## src/rtl/gf180mcu_fd_sc_mcu9t5v0__rrarb3_pkg.sv

```systemverilog
// Shared source codes, FSM states and round-robin grant function for rrarb3.
// Source index doubles as the rotation pointer: grant search starts at last+1 mod 3.
package gf180mcu_fd_sc_mcu9t5v0__rrarb3_pkg;

  localparam logic [1:0] SRC_A    = 2'd0;
  localparam logic [1:0] SRC_B    = 2'd1;
  localparam logic [1:0] SRC_C    = 2'd2;
  localparam logic [1:0] SRC_NONE = 2'd3;

  typedef enum logic {
    ST_EMPTY = 1'b0,
    ST_FULL  = 1'b1
  } state_t;

  // One-hot grant {C,B,A}; last=3 never occurs but is treated like C so A leads.
  function automatic logic [2:0] rr_next(input logic [1:0] last, input logic [2:0] req);
    logic [2:0] g;
    g = 3'b000;
    case (last)
      SRC_A: begin
        if (req[1])      g = 3'b010;
        else if (req[2]) g = 3'b100;
        else if (req[0]) g = 3'b001;
      end
      SRC_B: begin
        if (req[2])      g = 3'b100;
        else if (req[0]) g = 3'b001;
        else if (req[1]) g = 3'b010;
      end
      default: begin
        if (req[0])      g = 3'b001;
        else if (req[1]) g = 3'b010;
        else if (req[2]) g = 3'b100;
      end
    endcase
    return g;
  endfunction

  function automatic logic [1:0] gnt_src(input logic [2:0] g);
    logic [1:0] s;
    s = SRC_NONE;
    if (g[0])      s = SRC_A;
    else if (g[1]) s = SRC_B;
    else if (g[2]) s = SRC_C;
    return s;
  endfunction

endpackage

```

## src/rtl/gf180mcu_fd_sc_mcu9t5v0__rrarb3_if.sv

```systemverilog
// Three-producer request/ack lanes plus the shared valid/ready output port.
// master = producers and consumer side, slave = the arbiter.
interface gf180mcu_fd_sc_mcu9t5v0__rrarb3_if #(
  parameter int WIDTH = 8
);

  logic             req_a;
  logic             req_b;
  logic             req_c;
  logic [WIDTH-1:0] data_a;
  logic [WIDTH-1:0] data_b;
  logic [WIDTH-1:0] data_c;
  logic             ack_a;
  logic             ack_b;
  logic             ack_c;
  logic             z_valid;
  logic             z_ready;
  logic [WIDTH-1:0] z_data;
  logic [1:0]       z_src;

  modport master (
    output req_a, req_b, req_c,
    output data_a, data_b, data_c,
    output z_ready,
    input  ack_a, ack_b, ack_c,
    input  z_valid, z_data, z_src
  );

  modport slave (
    input  req_a, req_b, req_c,
    input  data_a, data_b, data_c,
    input  z_ready,
    output ack_a, ack_b, ack_c,
    output z_valid, z_data, z_src
  );

endinterface

```

## src/rtl/gf180mcu_fd_sc_mcu9t5v0__aoi222_mux.sv

```systemverilog
// One-hot three-way AND-OR select (aoi222 datapath); purely combinational.
// INV_OUT=1 gives the native inverting aoi222 polarity.
module gf180mcu_fd_sc_mcu9t5v0__aoi222_mux #(
  parameter int WIDTH   = 8,
  parameter bit INV_OUT = 1'b0
) (
  input  logic [WIDTH-1:0] a,
  input  logic [WIDTH-1:0] b,
  input  logic [WIDTH-1:0] c,
  input  logic [2:0]       sel,
  output logic [WIDTH-1:0] z
);

  logic [WIDTH-1:0] ao;

  assign ao = (a & {WIDTH{sel[0]}})
            | (b & {WIDTH{sel[1]}})
            | (c & {WIDTH{sel[2]}});

  generate
    if (INV_OUT) begin : g_inv
      assign z = ~ao;
    end else begin : g_true
      assign z = ao;
    end
  endgenerate

endmodule

```

## src/rtl/gf180mcu_fd_sc_mcu9t5v0__rrarb3.sv

```systemverilog
// Round-robin arbiter for three producers into a one-entry registered output slice.
// Beat appears one cycle after grant; grants stall while the slice is full and not drained.
module gf180mcu_fd_sc_mcu9t5v0__rrarb3
  import gf180mcu_fd_sc_mcu9t5v0__rrarb3_pkg::*;
#(
  parameter int WIDTH   = 8,
  parameter bit INV_OUT = 1'b0
) (
  input logic clk,
  input logic rst,
  gf180mcu_fd_sc_mcu9t5v0__rrarb3_if.slave bus
);

  state_t           state;
  logic [1:0]       last;
  logic [2:0]       req;
  logic [2:0]       gnt;
  logic             can_load;
  logic             xfer;
  logic [WIDTH-1:0] sel_data;
  logic             z_valid_q;
  logic [WIDTH-1:0] z_data_q;
  logic [1:0]       z_src_q;

  assign req      = {bus.req_c, bus.req_b, bus.req_a};
  assign can_load = (state == ST_EMPTY) || bus.z_ready;
  // Reset gates the grant so a beat offered during reset is never acked.
  assign gnt      = (can_load && !rst) ? rr_next(last, req) : 3'b000;
  assign xfer     = |gnt;

  assign bus.ack_a   = gnt[0];
  assign bus.ack_b   = gnt[1];
  assign bus.ack_c   = gnt[2];
  assign bus.z_valid = z_valid_q;
  assign bus.z_data  = z_data_q;
  assign bus.z_src   = z_src_q;

  gf180mcu_fd_sc_mcu9t5v0__aoi222_mux #(
    .WIDTH   (WIDTH),
    .INV_OUT (INV_OUT)
  ) u_mux (
    .a   (bus.data_a),
    .b   (bus.data_b),
    .c   (bus.data_c),
    .sel (gnt),
    .z   (sel_data)
  );

  always_ff @(posedge clk) begin
    if (rst) begin
      state     <= ST_EMPTY;
      z_valid_q <= 1'b0;
      z_data_q  <= '0;
      z_src_q   <= SRC_NONE;
      last      <= SRC_C;
    end else begin
      case (state)
        ST_EMPTY: begin
          if (xfer) begin
            state     <= ST_FULL;
            z_valid_q <= 1'b1;
            z_data_q  <= sel_data;
            z_src_q   <= gnt_src(gnt);
            last      <= gnt_src(gnt);
          end
        end
        ST_FULL: begin
          if (bus.z_ready) begin
            if (xfer) begin
              // Consumer drains the old beat on the same edge the new one lands.
              z_data_q <= sel_data;
              z_src_q  <= gnt_src(gnt);
              last     <= gnt_src(gnt);
            end else begin
              state     <= ST_EMPTY;
              z_valid_q <= 1'b0;
              z_src_q   <= SRC_NONE;
            end
          end
        end
        default: begin
          state     <= ST_EMPTY;
          z_valid_q <= 1'b0;
          z_src_q   <= SRC_NONE;
        end
      endcase
    end
  end

  always_ff @(posedge clk) begin
    if (!rst) begin
      assert ($onehot0(gnt) && ((gnt & req) == gnt));
    end
  end

endmodule

```

## src/flat_wrapper.sv

```systemverilog
// flat-port wrapper written by rule: the top's interface ports become plain ports
module gf180mcu_fd_sc_mcu9t5v0__rrarb3_flat import gf180mcu_fd_sc_mcu9t5v0__rrarb3_pkg::*;
#(
  parameter int WIDTH   = 8,
  parameter bit INV_OUT = 1'b0
)
  (clk, rst, bus_req_a, bus_req_b, bus_req_c, bus_data_a, bus_data_b, bus_data_c, bus_z_ready, bus_ack_a, bus_ack_b, bus_ack_c, bus_z_valid, bus_z_data, bus_z_src);
  gf180mcu_fd_sc_mcu9t5v0__rrarb3_if #(.WIDTH(WIDTH)) bus_i ();
  input logic clk;
  input logic rst;
  input wire logic [$bits(bus_i.req_a)-1:0] bus_req_a;
  input wire logic [$bits(bus_i.req_b)-1:0] bus_req_b;
  input wire logic [$bits(bus_i.req_c)-1:0] bus_req_c;
  input wire logic [$bits(bus_i.data_a)-1:0] bus_data_a;
  input wire logic [$bits(bus_i.data_b)-1:0] bus_data_b;
  input wire logic [$bits(bus_i.data_c)-1:0] bus_data_c;
  input wire logic [$bits(bus_i.z_ready)-1:0] bus_z_ready;
  output wire logic [$bits(bus_i.ack_a)-1:0] bus_ack_a;
  output wire logic [$bits(bus_i.ack_b)-1:0] bus_ack_b;
  output wire logic [$bits(bus_i.ack_c)-1:0] bus_ack_c;
  output wire logic [$bits(bus_i.z_valid)-1:0] bus_z_valid;
  output wire logic [$bits(bus_i.z_data)-1:0] bus_z_data;
  output wire logic [$bits(bus_i.z_src)-1:0] bus_z_src;
  assign bus_i.req_a = bus_req_a;
  assign bus_i.req_b = bus_req_b;
  assign bus_i.req_c = bus_req_c;
  assign bus_i.data_a = bus_data_a;
  assign bus_i.data_b = bus_data_b;
  assign bus_i.data_c = bus_data_c;
  assign bus_i.z_ready = bus_z_ready;
  assign bus_ack_a = bus_i.ack_a;
  assign bus_ack_b = bus_i.ack_b;
  assign bus_ack_c = bus_i.ack_c;
  assign bus_z_valid = bus_i.z_valid;
  assign bus_z_data = bus_i.z_data;
  assign bus_z_src = bus_i.z_src;
  gf180mcu_fd_sc_mcu9t5v0__rrarb3 #(.WIDTH(WIDTH), .INV_OUT(INV_OUT)) u_core (.clk(clk), .rst(rst), .bus(bus_i));
endmodule
```

## config.mk

```make
export PLATFORM = sky130hd
export DESIGN_NAME = gf180mcu_fd_sc_mcu9t5v0__rrarb3_flat
export DESIGN_NICKNAME = d
export VERILOG_FILES = /design/src/rtl/gf180mcu_fd_sc_mcu9t5v0__rrarb3_pkg.sv /design/src/rtl/gf180mcu_fd_sc_mcu9t5v0__rrarb3_if.sv /design/src/rtl/gf180mcu_fd_sc_mcu9t5v0__aoi222_mux.sv /design/src/rtl/gf180mcu_fd_sc_mcu9t5v0__rrarb3.sv /design/src/flat_wrapper.sv
export SDC_FILE = /design/constraint.sdc
export NUM_CORES = 1
export LEC_CHECK = 0
export BUFFER_PORTS_ARGS = -buffer_cell sky130_fd_sc_hd__buf_2
export CAP_MARGIN = 30
export CORE_MARGIN = 2
export CORE_UTILIZATION = 42
export CTS_CLUSTER_DIAMETER = 60
export DETAILED_ROUTE_END_ITERATION = 6
export HOLD_SLACK_MARGIN = 0.15
export PLACE_DENSITY = 0.73
export SLEW_MARGIN = 20
export SYNTH_ARGS = -nofsm -noshare
export SYNTH_HDL_FRONTEND = slang
export SYNTH_HIERARCHICAL = 1
export SYNTH_SLANG_ARGS = --single-unit
export TNS_END_PERCENT = 20
```

## constraint.sdc

```tcl
create_clock -name clk -period 1.94 [get_ports clk]
set_clock_uncertainty 0.05 [all_clocks]
set_input_delay 0.194 -clock clk [delete_from_list [all_inputs] [get_ports clk]]
set_output_delay 0.194 -clock clk [all_outputs]
set_load 0.02 [all_outputs]
```

### After elaboration in Yosys (flattened, before gate mapping)

Index checks and enable logic that the tools add are counted.
Widths: inputs -> output; s select.

| operators by class | value |
|---|---|
| add/sub/neg operators | 0 |
| $mul | 0 |
| divide/modulo/power cells | 0 |
| order comparisons | 0 |
| equality and inequality tests | 4 |
| shift-type cells | 0 |
| muxes and demuxes | 31 |
| bitwise operators | 6 |
| reductions and logical operators | 7 |

Operator list:

| kind | number |
|---|---|
| $and 8x8->8 | 3 |
| $mux 3 | 8 |
| $mux 2 | 8 |
| $mux 8 | 2 |
| $or 8x8->8 | 2 |
| $pmux 8 s2 | 1 |
| $pmux 2 s2 | 2 |
| $mux 1 | 7 |
| $pmux 3 s2 | 1 |
| $ne 2x2->1 const B | 2 |
| $pmux 1 s2 | 2 |
| $reduce_and 3->1 | 1 |
| $reduce_or 3->1 | 1 |
| $eq 2x1->1 const B | 1 |
| $logic_not 2->1 | 1 |
| $ne 2x1->1 const B | 1 |
| $reduce_and 2->1 | 1 |
| $logic_and 1x1->1 | 1 |
| $logic_not 1->1 | 1 |
| $logic_or 1x1->1 | 1 |
| $not 1->1 | 1 |

| word-level totals | value |
|---|---|
| register bits after elaboration | 14 |
| bits in latches | 0 |
| bits in writable memories | 0 |
| memory bits (read-only) | 0 |
| output and inout port bits | 14 |
| word-level logic and storage cells | 53 |
| memories | 0 |

### Depth between registers and ports, before layout

Gate-level depths: netlist (run 1).

| depth | value |
|---|---|
| word-level depth | 11 |
| mapped depth | 9 |
| depth with buffers taken out | 7 |

### Cells and area by module

Netlist (run 1), hierarchy kept.

By module, submodules not included:

| module | instances | cells each | area each (sq um) | seq. area each (sq um) |
|---|---|---|---|---|
| gf180mcu_fd_sc_mcu9t5v0__rrarb3 | 1 | 68 | 640.6 | 280.3 |
| gf180mcu_fd_sc_mcu9t5v0__aoi222_mux | 1 | 18 | 120.1 | 0.0 |

### Least setup slack after synthesis (run 1)

No wires, ideal clock.

| timing | value |
|---|---|
| path kind | reg-to-reg |
| from | reg u_core.state |
| to | reg u_core.z_data_q[0], in the netlist u_core/bus.z_data[0] |
| setup time | 0.127 ns |
| data arrival time | 1.555 ns |
| data required time | 1.763 ns |
| slack | 0.208 ns |
| stages on the path, launching flop included | 9 |
| path buffers | 1 |
| period minus slack after synthesis | 1.732 ns |
| path through | dfxtp_1 nor2b_4 nor2_1 and3_1 clkbuf_2 a222oi_1 inv_1 mux2i_1 nor2_1 |

| on the way | value |
|---|---|
| cells in the longest elaborated chain, start to end | 10 |

Ends and longest elaborated chain:

| element | RTL line | text |
|---|---|---|
| from (decl) | gf180mcu_fd_sc_mcu9t5v0__rrarb3.sv:14 | `state_t state;` |
| from (signal assigned) | gf180mcu_fd_sc_mcu9t5v0__rrarb3.sv:51 | `state <= ST_EMPTY;` |
| from (signal assigned) | gf180mcu_fd_sc_mcu9t5v0__rrarb3.sv:60 | `state <= ST_FULL;` |
| from (signal assigned) | gf180mcu_fd_sc_mcu9t5v0__rrarb3.sv:75 | `state <= ST_EMPTY;` |
| $not 1->1 (*) | gf180mcu_fd_sc_mcu9t5v0__rrarb3.sv:26 | `assign can_load = (state == ST_EMPTY) \|\| bus.z_ready;` |
| $logic_or 1x1->1 (*) | gf180mcu_fd_sc_mcu9t5v0__rrarb3.sv:26 |  |
| $logic_and 1x1->1 (*) | gf180mcu_fd_sc_mcu9t5v0__rrarb3.sv:28 | `assign gnt = (can_load && !rst) ? rr_next(last, req) : 3'b000;` |
| $mux 3 (*) | gf180mcu_fd_sc_mcu9t5v0__rrarb3.sv:28 |  |
| via bus_ack_b | flat_wrapper.sv:19 | `output wire logic [$bits(bus_i.ack_b)-1:0] bus_ack_b;` |
| $and 8x8->8 (*) | gf180mcu_fd_sc_mcu9t5v0__aoi222_mux.sv:17 | `\| (b & {WIDTH{sel[1]}})` |
| $or 8x8->8 (*) | gf180mcu_fd_sc_mcu9t5v0__aoi222_mux.sv:17 |  |
| $or 8x8->8 (*) | gf180mcu_fd_sc_mcu9t5v0__aoi222_mux.sv:18 | `\| (c & {WIDTH{sel[2]}});` |
| via u_core.sel_data[0] | gf180mcu_fd_sc_mcu9t5v0__rrarb3.sv:20 | `logic [WIDTH-1:0] sel_data;` |
| $mux 8 (*) | gf180mcu_fd_sc_mcu9t5v0__rrarb3.sv:59, gf180mcu_fd_sc_mcu9t5v0__rrarb3.sv:69 |  |
| $mux 8 | gf180mcu_fd_sc_mcu9t5v0__rrarb3.sv:68 | `if (bus.z_ready) begin` |
| $pmux 8 s2 (*) | gf180mcu_fd_sc_mcu9t5v0__rrarb3.sv:57 | `case (state)` |
| to (signal assigned) | gf180mcu_fd_sc_mcu9t5v0__rrarb3.sv:62 | `z_data_q <= sel_data;` |
| to (signal assigned) | gf180mcu_fd_sc_mcu9t5v0__rrarb3.sv:71 | `z_data_q <= sel_data;` |
| to (decl) | gf180mcu_fd_sc_mcu9t5v0__rrarb3.sv:22 | `logic [WIDTH-1:0] z_data_q;` |

Mark *: on every way through the listed nets, which the timed path passes. The rest lies on a longest branch. The select of a mux whose other input is x is not followed.
A chain may end at the register's enable or synchronous reset.

### Worst setup path in the final report (run 1)

| timing | value |
|---|---|
| from | reg u_core.state |
| to | out bus_ack_a |

| on the way | value |
|---|---|
| cells in the longest elaborated chain, start to end | 4 |

Ends and longest elaborated chain:

| element | RTL line | text |
|---|---|---|
| $not 1->1 | gf180mcu_fd_sc_mcu9t5v0__rrarb3.sv:26 |  |
| $logic_or 1x1->1 | gf180mcu_fd_sc_mcu9t5v0__rrarb3.sv:26 |  |
| $logic_and 1x1->1 | gf180mcu_fd_sc_mcu9t5v0__rrarb3.sv:28 |  |
| $mux 3 | gf180mcu_fd_sc_mcu9t5v0__rrarb3.sv:28 |  |
| to (decl) | flat_wrapper.sv:18 | `output wire logic [$bits(bus_i.ack_a)-1:0] bus_ack_a;` |

No other way between the ends.

==> results of run 1 <==
## cell usage after synthesis (2+ instances only)
library cell / count / area share, %
a21oi_1: 3 / 2.0
a222oi_1: 8 / 11
clkbuf_2: 3 / 2.0
dfxtp_1: 14 / 37
inv_1: 10 / 4.9
mux2i_1: 8 / 11
nand2b_1: 3 / 2.5
nor2_1: 14 / 6.9
nor3_2: 2 / 2.6
o22ai_1: 3 / 2.5
## routing by layer
metal / global-route usage, % / up-vias / part of all wire [%]
met5: 0 / - / 0
met4: 6.286 / 0 / 1.3
met3: 4.706 / 4 / 7.0
met2: 29.44 / 29 / 45
met1: 24.76 / 352 / 47
li1: - / 399 / -
## worst register-to-register path: stages, from the launching register on
cell and delay (ns):
dfxtp_1 0.41, nor2b_4 0.20, nor2_1 0.09, and3_2 0.29, a222oi_1 0.34, inv_1 0.07
mux2i_1 0.15, nor2_1 0.05
## state kept, by name, summed over array words and instances, names as in the netlist
name,count
u_core/bus.z_data,8
u_core/bus.z_src,2
u_core/last,2
u_core/bus.z_valid,1
u_core/state,1
## layout make-up
type	count	area [µm²]
fill	157	694.4
multi-input combinational	55	397.9
sequential	14	280.3
timing repair buffer	46	240.2
inverter	11	41.29
tap	25	31.28
clock buffer	3	22.52
## logic make-up (layout without fill, tap and decap cells)
family / Yosys count / after routing / synth area share (%)
muxes: 8 / 8 / 10.53
DFF: 14 / 14 / 36.84
AOI/OAI and AO/OA: 21 / 21 / 22.53
buffers and inverters: 17 / 60 / 11.02
and+or+nand+nor: 26 / 26 / 19.08
## through the flow
step	cell area (µm²)	instances
2_1_floorplan	760.7	86
3_3_place_gp	979.7	150
3_5_place_dp	979.7	150
4_1_cts	1012	154
5_1_grt	1013	154
6_report	1013	154
## power breakdown
group | total, mW | internal, mW | switching [mW]
clock network | 0.158 | 0.0716 | 0.0861
registers | 0.314 | 0.302 | 0.0113
logic | 0.158 | 0.0753 | 0.0831
## placed cells by master (no fill, tap or decap), drive strengths merged
cell type    instances
nor2b                2
a311oi               1
mux2i                8
nand2b               3
a211oi               1
and2b                1
inv                 11
a222oi               8
o21bai               1
clkbuf               3
a21oi                3
nor2                14
nand2                1
o22ai                3
o32ai                1
dlygate4sd3          1
buf                 45
o211a                1
and3                 2
nor3                 3
a31oi                1
dfxtp               14
a211o                1
## worst max-delay path by stage
| stage | from | endpoint | slack (ns) | depth (start not counted) |
|---|---|---|---|---|
| final | u_core/state | bus_ack_a | 0.15 | 4 |
| after CTS | u_core/state | bus_ack_b | 0.08 | 4 |
| after global routing | u_core/state | bus_ack_a | 0.03 | 4 |
| after global placement | u_core/state | u_core/bus.z_data[3] | 0.23 | 7 |
| after floorplan | u_core/state | u_core/bus.z_data[0] | 0.21 | 8 |
| after detailed placement | u_core/state | u_core/bus.z_data[3] | 0.19 | 7 |
## repair_timing
item                                   CTS  global route
buffers inserted                         0             0
setup endpoints to repair                0             1
hold buffers                             1             0
gates resized for setup                  0             1
endpoints found under the hold margin    1             0
==> impl_results.md, run 1 <==
- Crit path max fanout: 9
- Crit path max-delay family: flip-flops
- Final count of negative-setup-slack endpoints: 0
- Crit path largest cell delay: 0.36 ns
- Total GRT Usage: 18.73%
- Hold Path End: u_core/bus.z_data[5]
- Synth-to-layout area growth: 33.22%
- Part of the cycle the worst path needs: 92.29%
- CTS buffer count: 3
- Number of synthesized flops with an enable pin: 0
- Hold Path Class: input port to flop
- Core Area: 1708 µm²
- R2R depth: 7
- Worst reg-to-reg setup slack: 0.19 ns
- HPWL after DPL: 1.357 mm
- Yosys reg bits: 14
- Final Max Tran Viols: 0
- Ant diodes: 0
- Die Height: 46.56 µm
- 1st-pass router iterations: 4
- Wire per inst: 11.34 µm
- Slowest stage cell, crit path: dfxtp_1
- Final hold vios: 0
- Worst hold path startpoint: bus_data_c[5]
- FFs w/ async S/R, synth: 0%
- Final WS setup: 0.1496 ns
- Worst r2r src: u_core/state
- Die footprint: 2168 µm²
- I/O Buffers: 43
- Fin nets: 161
- Clock Latency Late Sink: 0.27 ns
- Worst Path Arrival: 1.55 ns
- Sink Count: 14
- RSZ-0062 raised after global routing: no
- Vias/cell: 5.091
- Register area share after synthesis: 36.84%
- # IOs: 44
- Antenna-violating nets left: 0
- Element type at the critical path start: flop
- Initial antenna violation count: 0
- Worst Hold Slack: 0.2146 ns
- Worst setup EP type: output port
- Pwr dens: 621.6 nW/µm²
- CP cell instances: nor2b_4, nor2_1, o211a_1, buf_2
- Syn Inst Count: 86
- Clock slew at reported path FFs: 0.08 ns
- Hold Crit Depth: 5
- Cell Rows: 15
- Clk buf depth: 2
- Post-synthesis net count: 116
- Util after Layout: 59.34%
- CP Class: flop to output port
- H-tree depth: 1
- Tot Pwr: 0.6300 mW
- Max_cap viols: 0
- F_max: 558.5 MHz
- Routed via count: 784
- Outcome: finished clean
- Place WS: 0.1911 ns
- WP buf/inv: 1
- Vias in the first global route: 702
- 1st-iter DRT viols: 26
- Avg Cell Area, Syn: 8.846 µm²
- Sum Neg Setup Slack: 0 ns
- Post-synth cell types: 28
- Headroom to the max-slew limit: 76.53%
- Die X: 46.56 µm
- Post-layout min period: 1.790 ns
- Reg-to-Reg End: u_core/bus.z_data[1]
- Slew @ Worst Pin: 0.3502 ns
- Final GP Congestion: 0.7686
- Largest net degree at the start of global routing: 17
- WP data required: 1.70 ns
- Final wirelength: 1.747 mm
- Leak pwr: 0.5512 nW
- Initial core utilization: 44.54%
- Share of layout cells above drive strength 1: 41.86%
- CTS tree: yes
- Gr ovfl total: 0
- Synth warn: 6
- Main synth FF type: dfxtp_1
- Global-route wire length before repair: 2.918 mm
- Residual DRC count: 0
- Peak supply drop: 376.9 µV
- Clock root cell: clkbuf_4
- Syn Std Cell Area: 760.7 µm²
Power figures use the tool's default switching activity.
==> run 2: changes to the inputs <==
--- a/config.mk
+++ b/config.mk
@@ -16,6 +16,5 @@
 export SLEW_MARGIN = 20
 export SYNTH_ARGS = -nofsm -noshare
 export SYNTH_HDL_FRONTEND = slang
-export SYNTH_HIERARCHICAL = 1
 export SYNTH_SLANG_ARGS = --single-unit
 export TNS_END_PERCENT = 20
==> impl_results.md, run 2 <==
- WP buf/inv: 2 (was 1)
- Crit path max-delay family: buffers and inverters (was flip-flops)
- Residual DRC count: 0 (unchanged)
- Register area share after synthesis: 35.84% (was 36.84%)
- Leak pwr: 0.5668 nW (was 0.5512 nW)
- R2R depth: 6 (was 7)
- Synth warn: 0 (was 6)
- Synth-to-layout area growth: 52.32% (was 33.22%)
- Global-route wire length before repair: 3.215 mm (was 2.918 mm)
- Wire length on met3: 111 µm (was 123 µm)
- Die footprint: 2223 µm² (was 2168 µm²)
- Sum Neg Setup Slack: 0 ns (unchanged)
- RSZ-0062 raised after global routing: no (unchanged)
- Avg Cell Area, Syn: 9.775 µm² (was 8.846 µm²)
- Final Max Tran Viols: 0 (unchanged)
- # IOs: 44 (unchanged)
- Worst hold path startpoint: bus_data_b[5] (was bus_data_c[5])
- Synth cell count leaders: 14 x dfxtp_1, 11 x inv_1, 8 x a32oi_1, 8 x nand3_1, 8 x o211ai_1 (was 14 x dfxtp_1, 14 x nor2_1, 10 x inv_1, 8 x a222oi_1, 8 x mux2i_1)
- Yosys reg bits: 14 (unchanged)
- Largest net degree at the start of global routing: 13 (was 17)
- Synth area leaders: dfxtp_1 36%, a32oi_1 9.0%, o211ai_1 7.7% (was dfxtp_1 37%, a222oi_1 11%, mux2i_1 11%)
- Initial antenna violation count: 0 (unchanged)
- Final GP Congestion: 0.7088 (was 0.7686)
- Max_cap viols: 0 (unchanged)
- Clock slew at reported path FFs: 0.08 ns (about the same)
- Worst setup EP type: flop (was output port)
- Syn Inst Count: 80 (was 86)
- Fin nets: 173 (was 161)
- Final wirelength: 2.194 mm (was 1.747 mm)
- Cell taking the most area after synthesis: dfxtp_1 (unchanged)
- Post-synth cell types: 29 (was 28)
- Place WS: 0.3986 ns (was 0.1911 ns)
- CTS tree: yes (unchanged)
- Hold Crit Depth: 3 (was 5)
- WP depth: 6 (was 4)
- 1st-iter DRT viols: 14 (was 26)
- Buffer count from post-CTS setup fixing: 0 (unchanged)
- Worst reg-to-reg setup slack: 0.08 ns (was 0.19 ns)
- Worst Path Arrival: 1.97 ns (was 1.55 ns)
- Clk buf depth: 2 (unchanged)
- Cell Rows: 15 (unchanged)
- Crit path max fanout: 8 (was 9)
- Slew @ Worst Pin: 0.4983 ns (was 0.3502 ns)
- Routed via count: 862 (was 784)
- Share of the synthesized area in the top cell type: 35.84% (was 36.84%)
- HPWL after DPL: 1.441 mm (was 1.357 mm)
- Vias/cell: 5.193 (was 5.091)
- Final count of negative-setup-slack endpoints: 0 (unchanged)
- Slowest stage cell, crit path: dlygate4sd3_1 (was dfxtp_1)
- Part of the cycle the worst path needs: 95.76% (was 92.29%)
- Final hold vios: 0 (unchanged)
- Pwr dens: 616.1 nW/µm² (was 621.6 nW/µm²)
- Syn Std Cell Area: 782.0 µm² (was 760.7 µm²)
- F_max: 538.3 MHz (was 558.5 MHz)
- Reg-to-Reg End: u_core.bus.z_data[3] (was u_core/bus.z_data[1])
- Die Height: 47.15 µm (was 46.56 µm)
- Worst r2r src: u_core.last[0] (was u_core/state)
- Element type at the critical path start: flop (unchanged)
- Post-layout min period: 1.858 ns (was 1.790 ns)
- DR WL met2: 1.040 mm (was 780 µm)
- Antenna-violating nets left: 0 (unchanged)
- H-tree depth: 1 (unchanged)
- Headroom to the max-slew limit: 66.52% (was 76.53%)
- Hold Path Class: input port to flop (unchanged)
- Crit path largest cell delay: 0.59 ns (was 0.36 ns)
- FFs w/ async S/R, synth: 0% (unchanged)
- CP cell instances: and2b_1, o21ai_2, buf_4, a32oi_1, o211ai_1, dlygate4sd3_1 (was nor2b_4, nor2_1, o211a_1, buf_2)
- I/O Buffers: 43 (unchanged)
- Top-count cell post-synth: dfxtp_1
- Commonest non-fill, non-tap cell in the layout: buf_2 (unchanged)
- Main synth FF type: dfxtp_1 (unchanged)
- Max reg flops: 8 (unchanged)
- Clock root cell: clkbuf_4 (unchanged)
- Ant diodes: 0 (unchanged)
- Die X: 47.15 µm (was 46.56 µm)
- Gr ovfl total: 0 (unchanged)
- WP data required: 2.06 ns (was 1.70 ns)
- Final WS setup: 0.08218 ns (was 0.1496 ns)
- Initial core utilization: 44.80% (was 44.54%)
- Number of synthesized flops with an enable pin: 0 (unchanged)
- 1st-pass router iterations: 4 (unchanged)
- Wire per inst: 13.22 µm (was 11.34 µm)
- Hold Path End: u_core.bus.z_data[5] (was u_core/bus.z_data[5])
- M1 WL: 978 µm (was 819 µm)
- Clock Latency Late Sink: 0.28 ns (was 0.27 ns)
- Post-synthesis net count: 110 (was 116)
- CP Class: flop to flop (was flop to output port)
- Top layer in use: met4 (unchanged)
- Share of layout cells above drive strength 1: 43.97% (was 41.86%)
- Core Area: 1745 µm² (was 1708 µm²)
- Outcome: finished clean (unchanged)
- Peak supply drop: 425.8 µV (was 376.9 µV)
- Vias in the first global route: 780 (was 702)
- CTS buffer count: 3 (unchanged)
- Most frequent cells in the layout: 43 x buf_2, 16 x dlygate4sd3_1, 13 x dfxtp_1 (was 43 x buf_2, 14 x nor2_1, 14 x dfxtp_1)
- Sink Count: 14 (unchanged)
- Total GRT Usage: 20.46% (was 18.73%)
run 2: logic make-up (layout without fill, tap and decap cells):
logic type | after synthesis | after routing | synth area share (%)
AO/OA/AOI/OAI | 31 | 31 | 34.40
buffers and inverters | 14 | 75 | 9.919
flip-flops | 14 | 14 | 35.84
AND/OR/NAND/NOR | 21 | 21 | 19.84
run 2: repair_timing:
action / CTS / global route
setup endpoints to repair: 0 / 5
hold buffers: 15 / 1
gates resized for setup: 0 / 1
endpoints found under the hold margin: 8 / 1
run 2: metrics by stage:
stage / power [mW] / instance area [µm²] / utilization, % / std cells / hold slack, ns
after global routing: 0.7769 / 1191 / 68.24 / 166 / 0.1631
after floorplan: 0.4640 / 782.0 / - / 80 / 0.2939
after global placement: 0.5356 / 1007 / 57.71 / 147 / 0.3804
after detailed placement: 0.5385 / 1007 / 57.71 / 147 / 0.3872
final: 0.7339 / 1191 / 68.24 / 166 / 0.1630
after CTS: 0.7306 / 1180 / 67.60 / 165 / 0.1519
run 2: area by class of cell:
class / count / area, µm²
inverter: 11 / 41.29
tap: 25 / 31.28
timing repair buffer: 61 / 390.4
sequential: 14 / 281.5
multi-input combinational: 52 / 424.2
clock buffer: 3 / 22.52
fill: 146 / 554.3
run 2: power breakdown:
group          internal, mW  switching, mW  leakage (nW)
combinational         0.117          0.123         0.437
clock                0.0720         0.0901        0.0138
sequential            0.316         0.0157         0.116
run 2: metal layers:
layer | vias to the layer above | GRT usage, %
met3 | 8 | 3.462
met4 | 0 | 12.22
met5 | - | 0
met1 | 392 | 27.93
met2 | 35 | 30.14
li1 | 427 | -
run 2: worst max path at each step:
stage                   start              endpoint  slack [ns]
2_1_floorplan    u_core.state   u_core.bus.z_src[0]        0.52
3_3_place_gp     u_core.state             bus_ack_a        0.42
3_5_place_dp     u_core.state             bus_ack_a        0.40
4_1_cts          u_core.state             bus_ack_a         0.1
5_1_grt          u_core.state             bus_ack_a       0.007
6_report       u_core.last[0]  u_core.bus.z_data[3]        0.08
run 2: worst register-to-register path, stage by stage (launching register included):
cell           delay, ns
dfxtp_1             0.32
and2b_1             0.23
o21ai_2             0.07
buf_4               0.16
a32oi_1             0.19
o211ai_1            0.13
dlygate4sd3_1       0.59
